**src/rtl/sync_fifo_out.sv**
```systemverilog
// sync_fifo_out: read-side stage of the single-clock FIFO.
// Compares its read pointer against the write stage's pointer, pulls words from
// the write stage's combinational storage port and presents them through a
// registered valid/ready output register.
// Optional feature macro: SYNC_FIFO_OUT_LEVEL_EN (adds the fifo_level_o occupancy count).
module sync_fifo_out #(
  parameter int unsigned DATA_WIDTH = 16,
  parameter int unsigned ADDR_WIDTH = 4
) (
  input  logic                  clk_i,
  input  logic                  resetn_i,
  input  logic [ADDR_WIDTH:0]   write_addr_i,
  input  logic [DATA_WIDTH-1:0] read_data_i,
  output logic [ADDR_WIDTH:0]   read_addr_o,
  output logic                  fifo_read_valid_h_o,
  input  logic                  fifo_read_ready_h_i,
  output logic [DATA_WIDTH-1:0] fifo_read_data_o,
  output logic                  fifo_empty_h_o,
  output logic [ADDR_WIDTH:0]   fifo_level_o
);

  localparam int unsigned PTR_W = ADDR_WIDTH + 1;

  typedef enum logic {
    S_EMPTY = 1'b0,
    S_VALID = 1'b1
  } state_e;

  state_e                  state_q;
  state_e                  state_d;
  logic [PTR_W-1:0]        rd_ptr_q;
  logic [DATA_WIDTH-1:0]   data_q;
  logic                    mem_empty_c;
  logic                    pop_c;
  logic                    load_c;

  // Output-register occupancy state
  always_ff @(posedge clk_i or negedge resetn_i) begin
    if (!resetn_i) begin
      state_q <= S_EMPTY;
    end else begin
      state_q <= state_d;
    end
  end

  // Next-state: fill on load, drain on a pop that has nothing to refill with
  always_comb begin
    state_d = state_q;
    case (state_q)
      S_EMPTY: if (load_c) state_d = S_VALID;
      S_VALID: if (pop_c && mem_empty_c) state_d = S_EMPTY;
      default: state_d = S_EMPTY;
    endcase
  end

  // Handshake controls derived from the current state and storage occupancy
  always_comb begin
    mem_empty_c = 1'b0;
    pop_c       = 1'b0;
    load_c      = 1'b0;
    mem_empty_c = (rd_ptr_q == write_addr_i);
    pop_c       = (state_q == S_VALID) && fifo_read_ready_h_i;
    load_c      = !mem_empty_c && ((state_q == S_EMPTY) || pop_c);
  end

  // Read pointer and output data register advance only on load
  always_ff @(posedge clk_i or negedge resetn_i) begin
    if (!resetn_i) begin
      rd_ptr_q <= '0;
      data_q   <= '0;
    end else if (load_c) begin
      rd_ptr_q <= rd_ptr_q + PTR_W'(1);
      data_q   <= read_data_i;
    end
  end

  assign read_addr_o         = rd_ptr_q;
  assign fifo_read_data_o    = data_q;
  assign fifo_read_valid_h_o = (state_q == S_VALID);
  assign fifo_empty_h_o      = (state_q != S_VALID);

`ifdef SYNC_FIFO_OUT_LEVEL_EN
  logic [PTR_W-1:0] mem_count_c;

  // Entries in storage (wrap-bit pointer difference) plus the output register
  always_comb begin
    mem_count_c  = write_addr_i - rd_ptr_q;
    fifo_level_o = mem_count_c + PTR_W'(fifo_read_valid_h_o);
  end
`else
  assign fifo_level_o = '0;
`endif

endmodule

```
**config.mk**
```make
export PLATFORM = sky130hd
export DESIGN_NAME = sync_fifo_out
export DESIGN_NICKNAME = d
export VERILOG_FILES = /design/src/rtl/sync_fifo_out.sv
export SDC_FILE = /design/constraint.sdc
export NUM_CORES = 1
export LEC_CHECK = 0
export CAP_MARGIN = 5
export CORE_UTILIZATION = 39
export CTS_CLUSTER_DIAMETER = 80
export DETAILED_ROUTE_END_ITERATION = 7
export PLACE_DENSITY = 0.86
export SYNTH_ARGS = -nofsm -noshare
export SYNTH_HDL_FRONTEND = slang
export SYNTH_SLANG_ARGS = --single-unit
export TNS_END_PERCENT = 1
```
**constraint.sdc**
```tcl
create_clock -name clk_i -period 2.8 [get_ports clk_i]
set_clock_uncertainty 0.2 [all_clocks]
set_input_delay 0.42 -clock clk_i [delete_from_list [all_inputs] [get_ports clk_i]]
set_output_delay 0.42 -clock clk_i [all_outputs]
set_load 0.1 [all_outputs]
```
Yosys cells after proc, flatten, opt, wreduce, memory -nomap -nowiden. Cells that the tools add are included.

Word-level logic and storage cells: 14. Latch bits: 0. Memory bits (read-only): 0. Bits of input ports: 24. Output and inout bits: 28. Bits in registers: 22. Memories kept: 0. Bits in writable memories: 0.

Reduce and logical (&&, ||, !) cells: 5. Multiply operators: 0. Divide/modulo/power cells: 0. Bitwise operators: 1. $lt $le $gt $ge: 0. Shift operators: 0. Eq/ne operators: 1. Muxes and demuxes: 3. Add/subtract/negate cells: 1.

Operator list (count): 5-bit by 1-bit adder with 5-bit output (second input constant) (1); 5-bit == test (1); 1-bit logical AND (3); 1-bit two-way mux (2); 1-bit one-hot mux with 2 select lines (1); 1-bit zero test (1); 1-bit logical OR (1); 1-bit inverter (1).

Logic depth before layout (Yosys ltp).
Word-level depth: 5. Depth in mapped cells: 5.

Worst setup path after synthesis. Ideal clock, no wire load.

Path kind: reg2reg. Start: reg rd_ptr_q[0], in the netlist read_addr_o[0]. End: reg rd_ptr_q[1], in the netlist read_addr_o[1]. Data required time: 2473 ps. Period minus slack after synthesis: 2586 ps. Arrival: 2259 ps. Path slack: 214 ps. Cell stages (with the launch flop): 6. Cells stage by stage: dfrtp_1 xor2_1 nor4_4 a21boi_4 buf_6 mux2_4.

Cells in the longest elaborated chain, start to end: 3. Elaborated cells between the ends (all ways): 4. Classes of those cells: add/sub: 1; eq/ne: 1; reduce/logical: 2.

RTL lines: start, declared (line 31) `logic [PTR_W-1:0] rd_ptr_q;`; start signal, assigned (line 72) `rd_ptr_q <= rd_ptr_q + PTR_W'(1);`; branches (longest 3 deep; another with 5-bit by 1-bit adder with 5-bit output).

Several ways; the timed one is not identified. A chain may end at the register's enable or synchronous reset.

Worst setup path in the final report.
Start: in write_addr_i[0]. End: reg data_q[4], in the netlist fifo_read_data_o[4].

Cells in the longest elaborated chain, start to end: 3.

RTL lines: start, declared (line 12) `input logic [ADDR_WIDTH:0] write_addr_i,`; 5-bit == test (line 61) `mem_empty_c = (rd_ptr_q == write_addr_i);`; 1-bit zero test (line 63) `load_c = !mem_empty_c && ((state_q == S_EMPTY) || pop_c);`; 1-bit logical AND (line 63); end signal, assigned (line 73) `data_q <= read_data_i;`; end, declared (line 32) `logic [DATA_WIDTH-1:0] data_q;`.

Every way passes these cells.

==> metrics.md <==
| Metric | Value |
|---|---|
| Setup ws final | `0.492 ns` |
| Hold Startpoint | `fifo_read_data_o[9]` |
| Initial DRC count | `6` |
| First-pass GRT wire length | `2780 µm` |
| Synthesis-stage register bit count | `22` |
| Core box area | `2480 µm²` |
| Largest net degree at the start of global routing | `23` |
| Gr busiest metal | `met2` |
| CP Capture Type | `flip-flop` |
| Pre-CTS WS | `0.166 ns` |
| Post-placement cell count | `144` |
| Slew Limit Fails | `0` |
| Commonest cells after routing, fill and taps aside | `clkdlybuf4s50_1 (23), buf_4 (23), dfrtp_1 (22), mux2_4 (9), mux2_2 (8)` |
| Crit Reg-Reg Startpoint | `read_addr_o[0]` |
| Remaining DRCs | `0` |
| Final ANT Viol Nets | `0` |
| Worst hold slack | `0.320 ns` |
| Status | `complete, no violations` |
| Via count | `688` |
| Num ports | `52` |
| Die W | `53.1 µm` |
| Worst path required time | `2.78 ns` |
| Post-cts sizing count | `0` |
| Antenna violations before repair | `0` |
| Min-Delay Path Depth | `1` |
| Number of setup buffers added after CTS | `0` |
| Sequential share of the synthesized area | `54.0%` |
| Worst setup SP type | `input pin` |
| Avg Cell Area, Syn | `14.6 µm²` |
| DR WL/cell | `12.7 µm` |
| Worst Path Arrival | `2.28 ns` |
| Clock insertion delay at the later pin of the skew report | `0.29 ns` |
| Finished Layout Cells | `147` |
| Met1 GRT Util | `16.0%` |
| Library cells used by synthesis | `19` |
| Nets | `144` |
| Post-DP HPWL | `1430 µm` |
| Reg2reg path depth | `4` |
| GP Congestion | `0.828` |
| Die H | `53.1 µm` |
| Worst slew margin | `35.9%` |
| Grt met3 use | `2.30%` |
| RSZ-0062 raised after global routing | `false` |
| H-tree depth | `1` |
| Site Rows | `18` |
| Ant. Diodes | `0` |
| PortBufs | `46` |
| Kind of critical path | `in2reg` |
| Layout cell share with drive strength beyond 1 | `39.3%` |
| Final-report setup violation count | `0` |
| Post-DR vias/cell | `4.68` |
| Mapped cell area | `1020 µm²` |
| Clk pin slew, worst setup/hold paths | `0.10 ns` |
| 1st-pass router iterations | `4` |
| Vias in the first global route | `649` |
| CTS Root Cell | `clkbuf_4` |
| Initial core utilization | `41.2%` |
| Setup TNS | `0 ns` |
| Grt ovf | `0` |
| Cts bufs inserted | `3` |
| Critical Path Source | `write_addr_i[0]` |
| Yosys warns | `0` |
| Period utilization | `82.4%` |
| Final Hold Violating Endpoints | `0` |
| GR Util met2 | `24.9%` |
| Total track usage | `13.8%` |
| Max Fclk | `0.433 GHz` |
| WL final | `1860 µm` |
| Max Cap Viol | `0` |
| Hold_buf cts | `0` |
| Min-delay worst type | `reg2reg` |
| Area delta synth->final | `42.1%` |
| Crit path time final | `2.31 ns` |
| Worst Tran Pin Value | `0.959 ns` |
| CTS sink count | `22` |
| Crit Path Max Fanout | `18` |
| Syn Inst Count | `70` |
| Die area | `2820 µm²` |
| Number of fill cells | `214` |
| CTS tree | `done` |
| CTS Buffer Depth | `2` |
layer usage:
metal	vias to the layer above	share of wire (%)
li1	324	-
met2	29	49
met1	333	43
met3	2	7.0
met4	0	1.4
met5	-	0
registers in the layout, summed over array words and instances (netlist names):
name	flops
fifo_read_data_o	16
read_addr_o	5
fifo_read_valid_h_o	1
worst max-delay path: stages:
cell and delay, ns:
clkdlybuf4s50_1 0.47, xor2_1 0.25, nor4_4 0.12, a21boi_4 0.61
mux2_2 0.41
area by class of cell:
| class | count | area, µm² | share of cell area, % |
|---|---|---|---|
| clock buffers | 3 | 22.5 | 1.55 |
| inverters | 3 | 11.3 | 0.777 |
| multi-input cells | 43 | 424 | 29.3 |
| flip-flops and latches | 22 | 551 | 38.0 |
| well taps | 30 | 37.5 | 2.59 |
| repair buffers | 46 | 403 | 27.8 |
synth_stat cells, drive strengths merged:
cell	count	area (µm²)
inv	3	11.3
conb	1	3.75
nand2	1	3.75
dfrtp	22	551
a211o	1	10.0
o21ai	1	5.00
nor4	1	21.3
buf	6	48.8
a21oi	3	15.0
mux2	17	225
xor2	7	61.3
nand4	2	12.5
ha	1	12.5
a21boi	1	18.8
nand3	1	5.00
nand2b	1	6.26
xnor2	1	8.76
cell families (layout without fill, tap and decap cells):
group	Yosys count	count (layout)	synth area share (%)
adders and majority gates	1	1	1.23
AOI/OAI and AO/OA	6	6	4.78
muxes	17	17	22.1
xor gates and xnor gates	8	8	6.87
and+or+nand+nor	6	6	4.78
buffers and inverters	9	52	5.89
other	1	5	0.368
DFF	22	22	54.0
stage by stage:
step | util, % | instance area [µm²]
2_1_floorplan | - | 1030
3_3_place_gp | 57.6 | 1430
3_5_place_dp | 57.6 | 1430
4_1_cts | 58.5 | 1450
5_1_grt | 58.5 | 1450
6_report | 58.5 | 1450
final timing paths:
| path | end | slack (ns) |
|---|---|---|
| hold / removal | fifo_read_data_o[9] | 0.32 |
| hold reg to reg | fifo_read_data_o[9] | 0.32 |
| max in group asynchronous | fifo_read_data_o[3] | 1.36 |
| setup reg to reg | fifo_read_data_o[4] | 0.61 |
| min in group asynchronous | read_addr_o[0] | 0.46 |
| setup / recovery | fifo_read_data_o[4] | 0.49 |
Power is not shown: default switching activity piles up to over one toggle a cycle in this logic, so the estimate is an artifact.
==> RTL change 1: new RTL, config.mk and constraints unchanged <==
Reset style: synchronous (`resetn_i`), changed in 2 clocked blocks.
--- a/src/rtl/sync_fifo_out.sv
+++ b/src/rtl/sync_fifo_out.sv
@@ -35,7 +35,7 @@
   logic                    load_c;
 
   // Output-register occupancy state
-  always_ff @(posedge clk_i or negedge resetn_i) begin
+  always_ff @(posedge clk_i) begin
     if (!resetn_i) begin
       state_q <= S_EMPTY;
     end else begin
@@ -64,7 +64,7 @@
   end
 
   // Read pointer and output data register advance only on load
-  always_ff @(posedge clk_i or negedge resetn_i) begin
+  always_ff @(posedge clk_i) begin
     if (!resetn_i) begin
       rd_ptr_q <= '0;
       data_q   <= '0;
Check against the original RTL: differs if resetn_i is asserted again (counterexample within 4 cycles, from zero or initial values and one cycle with resetn_i low); with resetn_i held inactive, the same outputs for 10 cycles.
==> RTL change 1 against the original RTL <==
Design area grew 4.1%; setup slack better by 0.47 ns; sequential cell count unchanged; die area is 8.0% higher; synthesized area rose by 8.3%; critical path type unchanged; first-iteration DRC count rose to 3.5 times the old value; wire length grew 26%.
==> RTL change 1: results (changes against the original RTL) <==
stage;metric;value;unit;change
global_route;grt.total_usage;15.8;%;+2.0 points
placement;dp_hpwl;1710;µm;+20%
worst_setup_path;crit_end;read_addr_o[4];;
drt;wl;2340;µm;+26%
timing;setup_ws;0.964;ns;+0.471 ns
drt;vias;977;;+42%
final_layout;inv_count;2;;-1
synthesis;synthTopCellsByArea;dfxtp_1 40%, mux2i_1 17%, nand2_1 13%;;
global_route;grt_pass1_vias;906;;+40%
drt;drt_iter0_markers;21;;+15
worst_setup_path;r2r-end;fifo_read_data_o[8];;
placement;gp_congestion;0.898;;+8.5%
worst_setup_path;r2r_start;read_addr_o[2];;
final_layout;layout.nonclk_buf_share;27.7;%;-0.11 points
synthesis;synth_top_flop_cell;dfxtp_1;;
clock_network;clk_pin_slew_worst_paths;0.14;ns;+0.04 ns
synthesis;synth_common_cells;38 x nand2_1, 22 x dfxtp_1, 19 x mux2i_1, 5 x buf_4, 4 x dlygate4sd1_1;;
synthesis;async_flop_share;0;%;-100 points
final_layout;drive_above_1_share;20.6;%;-19 points
worst_setup_path;worstRegToRegCells;5;;+1
worst_setup_path;cp_top_family;simple AND/OR/NAND/NOR gates;;
drt;wl_per_cell;12.0;µm;-5.1%
placement;post_dp_cell_area;0.00146;mm²;+2.1%
global_route;grt_pass1_wl;3870;µm;+39%
global_route;grt_max_degree;46;;+100%
drt;drtPass1Iterations;6;;+2
worst_hold_path;min_from;fifo_read_data_o[11];;
worst_setup_path;cp_max_fo;4;;-14
synthesis;synth_xor_area_share;3.96;%;-2.9 points
worst_setup_path;crit_slowest_cell;or3_2;;
outcome;status;finished, final reports clean;;
final_layout;nFillCells;236;;+10%
synthesis;syn_avg_cell_area;9.06;µm²;-38%
worst_hold_path;hold_path_end;fifo_read_data_o[11];;
RTL change 1: cell types whose count changed in the layout (fill, tap and decap cells not counted), moves of 2 or more:
cell,delta
nand2_1,+37
dfrtp_1,-22
dfxtp_1,+22
mux2i_1,+19
mux2_4,-9
mux2_2,-8
xor2_1,-4
a21oi_1,-3
buf_4,+2
nand3_1,+2
nor4b_1,+2
o211ai_1,+2
RTL change 1: power by group through the flow:
stage	Sequential, mW	Combinational (mW)	Clock, mW
2_1_floorplan	0.537	0.123	0
3_5_place_dp	0.365	0.370	0
6_report	0.358	0.369	0.248
5_1_grt	0.361	0.384	0.270
4_1_cts	0.358	0.371	0.252
3_3_place_gp	0.362	0.365	0
RTL change 1: metal layers:
layer / wire [µm] / GRT usage (%) / share of wire [%]
met5: 0 / 0 / 0
met4: 95 / 11.8 / 4.1
met3: 129 / 3.28 / 5.5
met2: 1090 / 26.7 / 47
met1: 1020 / 17.3 / 44
==> RTL change 2: new RTL, same flow settings <==
Without the edit above. `DATA_WIDTH`: 16 -> 24.
--- a/src/rtl/sync_fifo_out.sv
+++ b/src/rtl/sync_fifo_out.sv
@@ -4,7 +4,7 @@
 // registered valid/ready output register.
 // Optional feature macro: SYNC_FIFO_OUT_LEVEL_EN (adds the fifo_level_o occupancy count).
 module sync_fifo_out #(
-  parameter int unsigned DATA_WIDTH = 16,
+  parameter int unsigned DATA_WIDTH = 24,
   parameter int unsigned ADDR_WIDTH = 4
 ) (
   input  logic                  clk_i,
Interface: changed (resized fifo_read_data_o and read_data_i); port bits go from 52 to 68. No check against the original RTL was run, so the function may have changed too.
==> RTL change 2 against the original RTL <==
Count of clock-buffer cells in the layout grew 5; setup slack gained 0.31 ns; sequential cell count grew 8; global-route usage grew 1.4 points; synthesized area grew 34%; design area grew 37%; largest cell class unchanged; wire length grew 34%.
==> RTL change 2: results (changes against the original RTL) <==
stage;metric;value;unit;change
placement;post-place-ws;0.478;ns;+0.312 ns
worst_hold_path;min_path_type;in2async;;
worst_setup_path;cp_max_fo;26;;+8
synthesis;synthDistinctLibCells;16;;-3
worst_setup_path;regToRegSetupSlack;0.88;ns;+0.27 ns
outcome;status;finished, final reports clean;;
drt;wl;2500;µm;+34%
synthesis;synth_common_cells;30 x dfrtp_1, 19 x mux2_4, 9 x xor2_1, 6 x mux2_2, 5 x buf_4;;
worst_setup_path;crit_start;write_addr_i[1];;
global_route;grt_pass1_vias;908;;+40%
timing;hold_ws;0.285;ns;-0.0349 ns
drt;vias;878;;+28%
clock_network;h-tree-depth;2;;+1
synthesis;seq_area_frac_synth;54.7;%;+0.76 points
worst_setup_path;crit_slowest_cell;clkdlybuf4s50_1;;
clock_network;numCtsBuffers;5;;+2
final_layout;nFillCells;282;;+32%
global_route;grt_max_degree;31;;+35%
worst_setup_path;r2r_start;read_addr_o[1];;
drt;drt_iter0_markers;15;;+9
clock_network;insertion_delay;0.32;ns;+0.03 ns
worst_setup_path;r2r-end;fifo_read_data_o[23];;
final_layout;largest_reg_flops;24;;+8
global_route;grt.total_usage;15.2;%;+1.4 points
worst_setup_path;cp_top_family;buffers and inverters;;
final_layout;drive_above_1_share;44.2;%;+4.8 points
global_route;grt_pass1_wl;3940;µm;+42%
synthesis;synth_mux_area_share;25.7;%;+3.6 points
synthesis;synth_xor_area_share;5.75;%;-1.1 points
placement;dp_hpwl;1800;µm;+27%
worst_setup_path;crit_path_max_incr_delay;0.47;ns;-0.14 ns
placement;gp_congestion;0.646;;-22%
placement;port_buffers;62;;+35%
worst_setup_path;cp.arrival;2.00;ns;-0.28 ns
timing;setup_ws;0.807;ns;+0.315 ns
[RTL change 2: changes by cell type after synthesis, sizes merged, moves of 2 or more]
| cell | before | now |
|---|---|---|
| dfrtp | 22 | 30 |
| mux2 | 17 | 25 |
| a211oi | 0 | 3 |
| a21oi | 3 | 1 |
| nand4 | 2 | 0 |
| nor2 | 0 | 2 |
| xor2 | 7 | 9 |
[RTL change 2: power by group through the flow]
stage | clock network (mW) | logic [mW] | registers [mW]
floorplan | 0 | 0.376 | 1.52
global placement | 0 | 1.52 | 0.664
detailed placement | 0 | 1.53 | 0.668
CTS | 0.251 | 1.54 | 0.664
global route | 0.273 | 1.58 | 0.677
finish | 0.238 | 1.53 | 0.660
[RTL change 2: cell type report]
cell class / count / area share, %
inverters: 2 / 0.566
multi-input cells: 50 / 27.7
repair buffers: 64 / 28.7
clock buffers: 8 / 2.45
flip-flops and latches: 30 / 37.8
well taps: 46 / 2.89
[RTL change 2: metal layers]
layer	share of wire, %	vias up	global-route usage [%]	wire [µm]
li1	-	417	-	-
met2	46	51	24.4	1150
met1	44	403	17.7	1090
met3	7.9	7	3.78	197
met4	2.4	0	10.7	59
met5	0	-	0	0
[RTL change 2: per-stage QoR]
step	instance area [µm²]	instances	total power [mW]
global placement	1940	192	2.19
floorplan	1390	89	1.90
CTS	1990	200	2.45
global route	1990	200	2.53
detailed placement	1940	192	2.20
finish	1990	200	2.42
[RTL change 2: worst reg2reg max path: stages, from the launching register on]
cell	delay (ns)
dfrtp_1	0.46
xor2_1	0.28
nor3_4	0.10
a21oi_4	0.16
buf_12	0.22
mux2_2	0.38
